**src/rtl/search_rr.sv**
```systemverilog
// rtl/search_rr.sv - round-robin capture of one completed search result per handshake
//
// Scans NCH result channels. In SCAN, when release_search is high and any done
// bit is set, it captures the first set channel at or after the rotating pointer.
// The captured address/pixel is held with found=1 until out_ready accepts it.
//
// Parameters:
//   NCH  number of result channels (2..16, any value in range)
//   AW   per-channel address width
//   DW   per-channel pixel width
// Ports:
//   clk            rising-edge clock
//   rst            asynchronous active-high reset
//   cataddresses   channel i address at [i*AW +: AW]
//   catpixels      channel i pixel at [i*DW +: DW]
//   done           bit i set: channel i holds a result
//   release_search enables new captures
//   out_ready      consumer accepts the held result
//   sel_address    captured address
//   sel_data       captured pixel
//   found          sel_address/sel_data valid
//   mask           one-cycle one-hot pulse naming the channel just captured
//   grant_count    saturating count of delivered results
// Configuration macro:
//   SEARCH_RR_STATS_EN  when defined, grant_count counts deliveries;
//                       otherwise it is tied to zero with no counter flops.

module search_rr #(
    parameter int NCH = 4,
    parameter int AW  = 32,
    parameter int DW  = 8
) (
    input  logic               clk,
    input  logic               rst,
    input  logic [NCH*AW-1:0]  cataddresses,
    input  logic [NCH*DW-1:0]  catpixels,
    input  logic [NCH-1:0]     done,
    input  logic               release_search,
    input  logic               out_ready,
    output logic [AW-1:0]      sel_address,
    output logic [DW-1:0]      sel_data,
    output logic               found,
    output logic [NCH-1:0]     mask,
    output logic [15:0]        grant_count
);

    localparam logic [0:0] ST_SCAN = 1'b0;
    localparam logic [0:0] ST_HOLD = 1'b1;

    localparam int         PW    = (NCH > 1) ? $clog2(NCH) : 1;
    localparam logic [PW:0] NCH_W = (PW+1)'(NCH);

    logic [0:0]      state_q, state_d;
    logic [PW-1:0]   ptr_q, ptr_d;
    logic [AW-1:0]   sel_address_q, sel_address_d;
    logic [DW-1:0]   sel_data_q, sel_data_d;
    logic            found_q, found_d;
    logic [NCH-1:0]  mask_q, mask_d;

    // Winner search: rotate done so that the pointer channel sits at bit 0,
    // take the lowest set bit, then map the offset back to a channel index.
    logic [2*NCH-1:0] done_dbl;
    logic [NCH-1:0]   done_rot;
    logic             rot_hit;
    logic [PW-1:0]    rot_off;
    logic [PW:0]      win_sum;
    logic [PW-1:0]    win_idx;
    logic [PW-1:0]    ptr_after_win;
    logic [AW-1:0]    win_addr;
    logic [DW-1:0]    win_data;
    logic [NCH-1:0]   win_mask;

    assign done_dbl = {done, done};
    assign done_rot = NCH'(done_dbl >> ptr_q);

    always_comb begin
        rot_hit = 1'b0;
        rot_off = '0;
        for (int j = 0; j < NCH; j++) begin
            if (!rot_hit && done_rot[j]) begin
                rot_hit = 1'b1;
                rot_off = PW'(j);
            end
        end
    end

    always_comb begin
        win_sum = {1'b0, ptr_q} + {1'b0, rot_off};
        // Modulo NCH by a single conditional subtract; works for non-power-of-two NCH.
        if (win_sum >= NCH_W) begin
            win_idx = PW'(win_sum - NCH_W);
        end else begin
            win_idx = win_sum[PW-1:0];
        end
        if (win_idx == PW'(NCH - 1)) begin
            ptr_after_win = '0;
        end else begin
            ptr_after_win = win_idx + 1'b1;
        end
    end

    always_comb begin
        win_addr = '0;
        win_data = '0;
        win_mask = '0;
        for (int i = 0; i < NCH; i++) begin
            if (win_idx == PW'(i)) begin
                win_addr    = cataddresses[i*AW +: AW];
                win_data    = catpixels[i*DW +: DW];
                win_mask[i] = 1'b1;
            end
        end
    end

    always_comb begin
        state_d       = state_q;
        ptr_d         = ptr_q;
        sel_address_d = sel_address_q;
        sel_data_d    = sel_data_q;
        found_d       = found_q;
        mask_d        = '0;
        case (state_q)
            ST_SCAN: begin
                found_d = 1'b0;
                if (release_search && rot_hit) begin
                    sel_address_d = win_addr;
                    sel_data_d    = win_data;
                    found_d       = 1'b1;
                    mask_d        = win_mask;
                    ptr_d         = ptr_after_win;
                    state_d       = ST_HOLD;
                end
            end
            default: begin
                // Held result is released only by out_ready; release_search and
                // done have no effect here.
                if (out_ready) begin
                    found_d = 1'b0;
                    state_d = ST_SCAN;
                end
            end
        endcase
    end

    always_ff @(posedge clk or posedge rst) begin
        if (rst) begin
            state_q       <= ST_SCAN;
            ptr_q         <= '0;
            sel_address_q <= '0;
            sel_data_q    <= '0;
            found_q       <= 1'b0;
            mask_q        <= '0;
        end else begin
            state_q       <= state_d;
            ptr_q         <= ptr_d;
            sel_address_q <= sel_address_d;
            sel_data_q    <= sel_data_d;
            found_q       <= found_d;
            mask_q        <= mask_d;
        end
    end

    assign sel_address = sel_address_q;
    assign sel_data    = sel_data_q;
    assign found       = found_q;
    assign mask        = mask_q;

`ifdef SEARCH_RR_STATS_EN
    logic [15:0] grant_count_q, grant_count_d;

    always_comb begin
        grant_count_d = grant_count_q;
        if (found_q && out_ready && (grant_count_q != 16'hFFFF)) begin
            grant_count_d = grant_count_q + 16'd1;
        end
    end

    always_ff @(posedge clk or posedge rst) begin
        if (rst) begin
            grant_count_q <= 16'h0;
        end else begin
            grant_count_q <= grant_count_d;
        end
    end

    assign grant_count = grant_count_q;
`else
    assign grant_count = 16'h0;
`endif

endmodule

```
**config.mk**
```make
export PLATFORM = sky130hd
export DESIGN_NAME = search_rr
export DESIGN_NICKNAME = d
export VERILOG_FILES = /design/src/rtl/search_rr.sv
export SDC_FILE = /design/constraint.sdc
export NUM_CORES = 1
export LEC_CHECK = 0
export CAP_MARGIN = 10
export CELL_PAD_IN_SITES_DETAIL_PLACEMENT = 1
export CELL_PAD_IN_SITES_GLOBAL_PLACEMENT = 1
export CORE_MARGIN = 2
export CORE_UTILIZATION = 24
export DETAILED_ROUTE_END_ITERATION = 10
export PLACE_DENSITY = 0.91
export SLEW_MARGIN = 0
export SYNTH_ARGS = -nofsm -noshare
export SYNTH_HDL_FRONTEND = slang
export SYNTH_SLANG_ARGS = --single-unit
```
**constraint.sdc**
```tcl
create_clock -name clk -period 3.7 [get_ports clk]
set_input_delay 1.11 -clock clk [delete_from_list [all_inputs] [get_ports clk]]
set_output_delay 1.11 -clock clk [all_outputs]
set_load 0.01 [all_outputs]
```
After elaboration in Yosys (flattened, before gate mapping)
Index checks and enable logic that the tools add are counted.
{"block": "word_totals", "regBits": 48, "input_bits": 168, "out_inout_bits": 61, "wordCells": 53}
{"block": "classes", "n_addsub": 3, "order_cmp": 1, "eq_ne": 4, "shift": 1, "n_mux": 28, "bitwise": 1, "n_reduce_logical": 9}
{"op": "$mux W32", "n": 4}
{"op": "$mux W8", "n": 4}
{"op": "$mux W1", "n": 14}
{"op": "$mux W2", "n": 4}
{"op": "$mux W4", "n": 2}
{"op": "$shr A8 B2 Y4", "n": 1}
{"op": "$eq A2 B2 Y1 const B", "n": 2}
{"op": "$logic_and A1 B1 Y1", "n": 4}
{"op": "$add A2 B2 Y3", "n": 1}
{"op": "$ge A3 B3 Y1 const B", "n": 1}
{"op": "$logic_not A1 Y1", "n": 3}
{"op": "$add A2 B1 Y2 const B", "n": 1}
{"op": "$eq A2 B1 Y1 const B", "n": 1}
{"op": "$logic_not A2 Y1", "n": 1}
{"op": "$ne A2 B2 Y1 const B", "n": 1}
{"op": "$reduce_and A2 Y1", "n": 1}
{"op": "$sub A2 B1 Y2 const B", "n": 1}
{"op": "$not A1 Y1", "n": 1}

Depth between registers and ports, before layout
Gate-level depths: netlist (run 1).
{"block": "logic_depth", "ltp_word": 19, "ltp_mapped": 16, "mapped_depth_nobuf": 12}

Worst setup path after synthesis (run 1)
OpenSTA, ideal clock, no wires.
{"block": "synth_timing", "kind": "input to register", "startpoint": "input done[0]", "endpoint": "register sel_address_q[16] (netlist: sel_address[16])", "setup_ps": 124, "arrival_ps": 3333, "required_ps": 3576, "path_slack_ps": 243, "cell_stages": 15, "cell_sequence": "buf_4 -> o21a_1 -> a21oi_1 -> o211ai_1 -> ha_1 -> xor2_1 -> xnor2_1 -> ha_1 -> buf_4 -> nor2b_1 -> buf_4 -> buf_6 -> a221o_1 -> a22oi_1 -> a21oi_1"}
{"block": "synth_via", "elab_chain_len": 19, "elab_cells_between_ends": 28}
{"item": "start, declared", "line_no": "37", "text": "input logic [NCH-1:0] done,"}
{"item": "$shr A8 B2 Y4 *", "line_no": "74", "text": "assign done_rot = NCH'(done_dbl >> ptr_q);"}
{"item": "$mux W1", "line_no": "80", "text": "if (!rot_hit && done_rot[j]) begin"}
{"item": "$logic_not A1 Y1", "line_no": "80"}
{"item": "$logic_and A1 B1 Y1", "line_no": "80"}
{"item": "$mux W1", "line_no": "80"}
{"item": "$logic_not A1 Y1", "line_no": "80"}
{"item": "$logic_and A1 B1 Y1", "line_no": "80"}
{"item": "$mux W1", "line_no": "80"}
{"item": "$logic_not A1 Y1", "line_no": "80"}
{"item": "$logic_and A1 B1 Y1", "line_no": "80"}
{"item": "$mux W2", "line_no": "80"}
{"item": "$add A2 B2 Y3", "line_no": "88", "text": "win_sum = {1'b0, ptr_q} + {1'b0, rot_off};"}
{"item": "$ge A3 B3 Y1 / $sub A2 B1 Y2 (equally long branches)", "line_no": "90, 91"}
{"item": "$mux W2", "line_no": "90", "text": "if (win_sum >= NCH_W) begin"}
{"item": "$logic_not A2 Y1", "line_no": "107", "text": "if (win_idx == PW'(i)) begin"}
{"item": "$mux W32 (4 in series)", "line_no": "107"}
{"item": "end signal, assigned", "line_no": "156", "text": "sel_address_q <= sel_address_d;"}
{"item": "end, declared", "line_no": "55", "text": "logic [AW-1:0] sel_address_q, sel_address_d;"}
Every way passes the cells marked *; elsewhere a longest branch is shown, timed or not.
A chain may end at the register's enable or synchronous reset.

Worst setup path in the final report (run 1)
{"block": "layout_timing", "startpoint": "input done[0]", "endpoint": "register sel_address_q[10] (netlist: sel_address[10])"}
Same word-level chain as after synthesis.

==> impl_metrics.toml, run 1 <==
[clock_network]
htreeDepth = 2
numCtsBuffers = 5
cts_num_sinks = 48
cts_root_buf = "clkbuf_16"
clk_pin_slew_ps = 60
clk_latency_ps = 290
cts_buffer_depth = 2
cts_tree = "done"

[sta]
maxSlewViolCount = 0
min_period_ps = 3560
skew_ps = 5.40
relSlewSlack = 0.587
setup_viol = 0
period_share = 0.962
hold_violations = 0
worstMarginPinSlew_ps = 619
maxClockFrequency_mhz = 281
timing.hold.ws_ps = 521

[synthesis]
synth_ff_type = "dfrtp_1"
syn_area_per_cell_sq_um = 8.37
ys_ff_latch = 48
synth_area_sq_um = 3270
synth-edff-count = 0
synth.most_common_cell = "a21oi_1"
synth.top_cells.by_count = "a21oi_1, dfrtp_1, inv_1, nor2_1, a22oi_1"
synth_cell_types = 33
ys_seq_area_frac = 0.367
async_reset_ff_frac = 1.00
synth_top_cell_by_area = "dfrtp_1"
postSynthCellCount = 391
yosys_warnings = 0
synth.area.top_cells = "dfrtp_1, a21oi_1, a221o_1"
post-synth-top-area-fraction = 0.367

[pwr]
irDropWorstVdd_mv = 0.637
p_leak_nw = 2.50
p_per_area_nw_per_um2 = 1070

[detailed_routing]
viasPerCell = 4.92
antenna_left = 0
avgRoutedWirePerCell_um = 17.7
routed_wl_mm = 13.7
drcViolationCount = 0
vias = 3808
drtIter0Drc = 130
dr.pass1.iters = 4

[grt]
grt_util_all_layers = 0.182
grt_max_degree = 49
overflow = 0
grt_pass1_wl_mm = 20.9
grt_pass1_vias = 4080
antenna_found_initial = 0

[worst_setup_path]
endpoint_kind = "flop"
crit_required_ps = 3850
cp_slowest_cell = "a221o_1"
max_stage_delay_ps = 370
cp_num_buf_inv = 3
cp_max_fo = 42
path_class = "in2reg"
crit_arrival_ps = 3710
worst_setup_path_start_kind = "primary input"
path_delay_family = "compound AO/OA/AOI/OAI gates"
path_cells = "dlygate4sd2_1 -> buf_4 -> mux2_2 -> a32oi_1 -> o22ai_1 -> xnor2_4 -> ha_4 -> buf_8 -> a221o_1 -> a22oi_1 -> a21oi_1"

[run_status]
status = "completed"

[floorplan]
die_x_um = 121
num_io_pins = 229
core_sq_um = 13300
die_area_sq_um = 14600
start_util = 0.246
fp-row-count = 42
die_y_um = 121

[finish]
layout-drive-gt1-share = 0.0936
fin_util = 0.447
diodes = 0
num-nets-final = 770
area_growth_syn_to_layout_pct = 81.5

[worst_hold_path]
hp-class = "reg2reg"

[placement]
gp_congestion = 0.783
hpwlAfterDp_mm = 9.81
port_buffers = 212

[run]
drv_cap = 0
[layout make-up]
type	count	area (sq um)
Tap cell	176	220
Fill cell	1534	7350
Inverter	44	165
Timing Repair Buffer	237	2420
Clock buffer	8	146
Sequential cell	48	1200
Multi-Input combinational cell	261	1780
[where the power goes]
part | internal (W) | total [W] | leakage, nW | switching, W
clock | 0.000270 | 0.000465 | 0.0712 | 0.000195
combinational | 0.00246 | 0.00492 | 1.87 | 0.00246
sequential | 0.000786 | 0.000959 | 0.558 | 0.000172
total | 0.00352 | 0.00634 | 2.50 | 0.00282
[repair_timing]
| action | 4_1_cts | 5_1_grt |
|---|---|---|
| endpoints found under the hold margin | 0 | 0 |
| resized for setup | 12 | 11 |
| pin swaps | 1 | 4 |
| cloned | 2 | 0 |
| setup endpoints to repair | 40 | 40 |
| setup buffers | 7 | 0 |
| hold buffers | 0 | 0 |
[flip-flops by register name, indices dropped and copies added, names as in the netlist]
signal       cells
ptr_q            2
sel_address     32
sel_data         8
mask             4
state_q          1
found            1
[kinds of logic after synthesis]
group,share of synthesized area
fa+ha+maj,0.0191
other cells,0.00115
buf+inv,0.148
flops,0.367
compound gates,0.358
simple gates,0.0883
mux,0.0103
xor+xnor,0.00803
[path summary, 6_finish.rpt]
path / end / slack, ps / cells past startpoint / startpoint
min in group asynchronous: sel_data[5] / 1200 / 3 / rst
max in group asynchronous: sel_address[13] / 2270 / 3 / rst
max: sel_address[10] / 140 / 11 / done[0]
max reg2reg: sel_address[10] / 690 / 12 / ptr_q[0]
min reg2reg: found / 520 / 1 / found
min: found / 520 / 1 / found
[metrics by stage]
| step | total power (W) | instance area (sq um) | worst slack (ps) | setup TNS [ps] | cells |
|---|---|---|---|---|---|
| 2_1_floorplan | 0.00370 | 3330 | 243 | 0 | 406 |
| 3_3_place_gp | 0.00504 | 5570 | -634 | -22010 | 757 |
| 3_5_place_dp | 0.00529 | 5570 | -848 | -31470 | 757 |
| 4_1_cts | 0.00630 | 5880 | 23.8 | 0 | 774 |
| 5_1_grt | 0.00685 | 5940 | -28.7 | -28.7 | 774 |
| 6_report | 0.00634 | 5940 | 140 | 0 | 774 |
[per-layer routing]
| layer | track usage | part of all wire | up-vias |
|---|---|---|---|
| met4 | 0.0363 | 0.011 | 0 |
| met1 | 0.186 | 0.38 | 1825 |
| met5 | 0 | 0 | - |
| met2 | 0.358 | 0.52 | 181 |
| li1 | - | - | 1788 |
| met3 | 0.0585 | 0.093 | 14 |
[placed cells by master, fill, tap and decap left out, types with 2 or more instances in the layout]
master / count
a221o_1: 39
nor2b_4: 3
nand2_1: 3
dlymetal6s2s_1: 3
inv_1: 43
ha_4: 2
nor2b_1: 2
ha_2: 3
buf_4: 16
conb_1: 16
buf_12: 8
and2_1: 4
mux2_2: 3
clkbuf_16: 5
clkbuf_1: 2
dfrtp_1: 48
a22oi_2: 6
nor2_1: 44
a22oi_1: 34
clkdlybuf4s50_1: 208
a21oi_1: 83
Power figures use the tool's default switching activity.
==> run 2: changes to the inputs <==
ABC_AREA = 1   (was unset)
PLACE_DENSITY = 0.92   (was 0.91)
==> run 2 against run 1 <==
  * Global-route usage is 1.6 points higher
  * Synthesized cell count is 37% higher
  * Flip-flop and latch count stayed put
  * Count of clock-buffer cells in the layout is 1 lower
  * Die area is 7.5% higher
  * Via count is 17% higher
  * Highest routed layer unchanged
  * Final area is 4.8% higher
  * Cell count is 19% higher
  * Sequential share of layout area is 0.92 points lower
  * Critical path type unchanged
  * Clock skew is 1.4 ps higher
  * Power is 20% higher
==> impl_metrics.toml, run 2 <==
[finish]
fin_util = 0.432
area_growth_syn_to_layout_pct = 76.5
diodes = 0
final_common_cell = "clkdlybuf4s50_1"
fin_cells = 920
layout_common_cells = "clkdlybuf4s50_1, nand2_1, nand3_1"
num-fill-cells = 1774
num-nets-final = 908
layout-drive-gt1-share = 0.103
largest_reg_flops = 32

[grt]
antenna_found_initial = 0
overflow = 0
grt_util_all_layers = 0.198
grt_pass1_vias = 4594
grt_pass1_wl_mm = 25.1
grt_max_degree = 41

[floorplan]
die_y_um = 125
start_util = 0.244
core_sq_um = 14400
num_io_pins = 229
die_x_um = 125
fp-row-count = 44
die_area_sq_um = 15700

[run]
drv_cap = 0

[detailed_routing]
dr.pass1.iters = 4
drcViolationCount = 0
routed_wl_mm = 16.1
vias = 4472
avgRoutedWirePerCell_um = 17.5
viasPerCell = 4.86
antenna_left = 0
drtIter0Drc = 157

[synthesis]
synth_cell_types = 21
yosys_warnings = 0
ys_ff_latch = 48
synth.area.top_cells = "dfrtp_1, nand2_1, nand3_1"
synth-edff-count = 0
ys_seq_area_frac = 0.341
synth.most_common_cell = "nand2_1"
postSynthCellCount = 535
syn_area_per_cell_sq_um = 6.59
async_reset_ff_frac = 1.00
synth_area_sq_um = 3530
synth.top_cells.by_count = "nand2_1, nand3_1, dfrtp_1"
post-synth-top-area-fraction = 0.341
synth_ff_type = "dfrtp_1"
synth_top_cell_by_area = "dfrtp_1"

[clock_network]
htreeDepth = 2
cts_buffer_depth = 2
clk_pin_slew_ps = 60
cts_num_sinks = 48
numCtsBuffers = 5
clk_latency_ps = 290
cts_tree = "done"
cts_hold_buffers = 0
cts_root_buf = "clkbuf_16"

[run_status]
status = "completed"

[sta]
maxSlewViolCount = 0
setup_tns_ps = 0
min_period_ps = 3340
relSlewSlack = 0.591
setup_viol = 0
hold_violations = 0
worstMarginPinSlew_ps = 612
period_share = 0.902
rsz0062_at_grt = "no"
skew_ps = 6.81
maxClockFrequency_mhz = 300

[worst_setup_path]
crit_arrival_ps = 3510
startpoint = "done[3]"
reg2reg_from = "ptr_q[0]"
cp_max_fo = 6
path_class = "in2reg"
worst_setup_path_start_kind = "primary input"
endpoint_kind = "flop"
rrSetupSlack_ps = 680
r2r_end = "sel_address[0]"
crit_required_ps = 3870
ff2ff_path_depth = 20

[pwr]
p_per_area_nw_per_um2 = 1230
irDropWorstVdd_mv = 0.673
p_leak_nw = 2.90

[placement]
port_buffers = 212
hpwlAfterDp_mm = 11.9
gp_congestion = 0.823
dp.cells = 908

[worst_hold_path]
min_path_cells = 2
hp-class = "reg2reg"
hold_start = "sel_address[8]"
min_to = "sel_address[8]"
## run 2: changes by cell type after synthesis, moves of 4 or more
cell,delta
a22oi_1,-40
clkbuf_1,+12
nand2_1,+209
o211ai_1,+39
inv_1,-32
nand3_1,+92
nand2_2,+11
a21oi_1,-43
a221o_1,-39
nor2_1,-38
buf_4,-7
and2_1,-4
## run 2: area by class of cell
type | instances | area, sq um | share of cell area
clock buffers | 7 | 143 | 0.0229
clock inverters | 1 | 7.51 | 0.00121
inverters | 13 | 52.6 | 0.00844
multi-input cells | 427 | 2110 | 0.340
flip-flops and latches | 48 | 1200 | 0.193
well taps | 184 | 230 | 0.0370
repair buffers | 240 | 2480 | 0.398
## run 2: kinds of logic after synthesis
family / after synthesis / synth area share
simple gates: 322 / 0.384
compound gates: 83 / 0.148
buf+inv: 75 / 0.106
xor+xnor: 1 / 0.00248
other cells: 1 / 0.00106
fa+ha+maj: 5 / 0.0177
flops: 48 / 0.341
## run 2: worst max-delay path: stages
cell and delay (ps):
dlymetal6s2s_1 150, nand2_2 100, nand3_2 80, nand2_2 100, nand3_2 80, a21boi_2 150
ha_2 200, xor2_2 140, nand3b_1 140, nand2_2 80, inv_2 90, ha_4 150
clkinvlp_4 220, buf_12 220, nand3_1 70, nand2_1 100, o211ai_1 110, nand2_1 80
nand3_1 90, nand2_1 60
## run 2: metal layers
| layer | global-route usage | share of wire | vias to the layer above |
|---|---|---|---|
| met5 | 0 | 0 | - |
| met4 | 0.0634 | 0.028 | 0 |
| met3 | 0.0338 | 0.048 | 34 |
| met2 | 0.345 | 0.50 | 139 |
| met1 | 0.250 | 0.42 | 2162 |
| li1 | - | - | 2137 |
## run 2: repair_timing
item / in CTS / in global routing
setup buffers: 0 / 2
endpoints found under the hold margin: 0 / 0
setup endpoints to repair: 2 / 40
gates resized for setup: 1 / 29
cloned: 0 / 2
pin swaps: 0 / 8
## run 2: power by group
| group | leakage (nW) | internal, W | switching, W | total (W) |
|---|---|---|---|---|
| Sequential | 0.614 | 0.000767 | 0.000153 | 0.000920 |
| Clock | 0.0701 | 0.000270 | 0.000202 | 0.000471 |
| Combinational | 2.21 | 0.00261 | 0.00363 | 0.00624 |
## run 2: per-stage QoR
stage | setup WS [ps] | total power, W | area [sq um] | hold WS [ps]
floorplan | 458 | 0.00444 | 3580 | 471
global placement | -89.1 | 0.00659 | 5910 | 453
detailed placement | -312 | 0.00679 | 5910 | 461
CTS | 12.1 | 0.00731 | 6060 | 478
global route | 153 | 0.00840 | 6220 | 511
finish | 362 | 0.00763 | 6220 | 476
## run 2: worst max path at each step
| stage | endpoint | slack, ps |
|---|---|---|
| final | sel_address[0] | 360 |
| after global routing | sel_address[4] | 150 |
| after CTS | sel_address[3] | 10 |
| after detailed placement | sel_address[13] | -310 |
| after global placement | sel_address[21] | -90 |
| after floorplan | sel_address[8] | 460 |
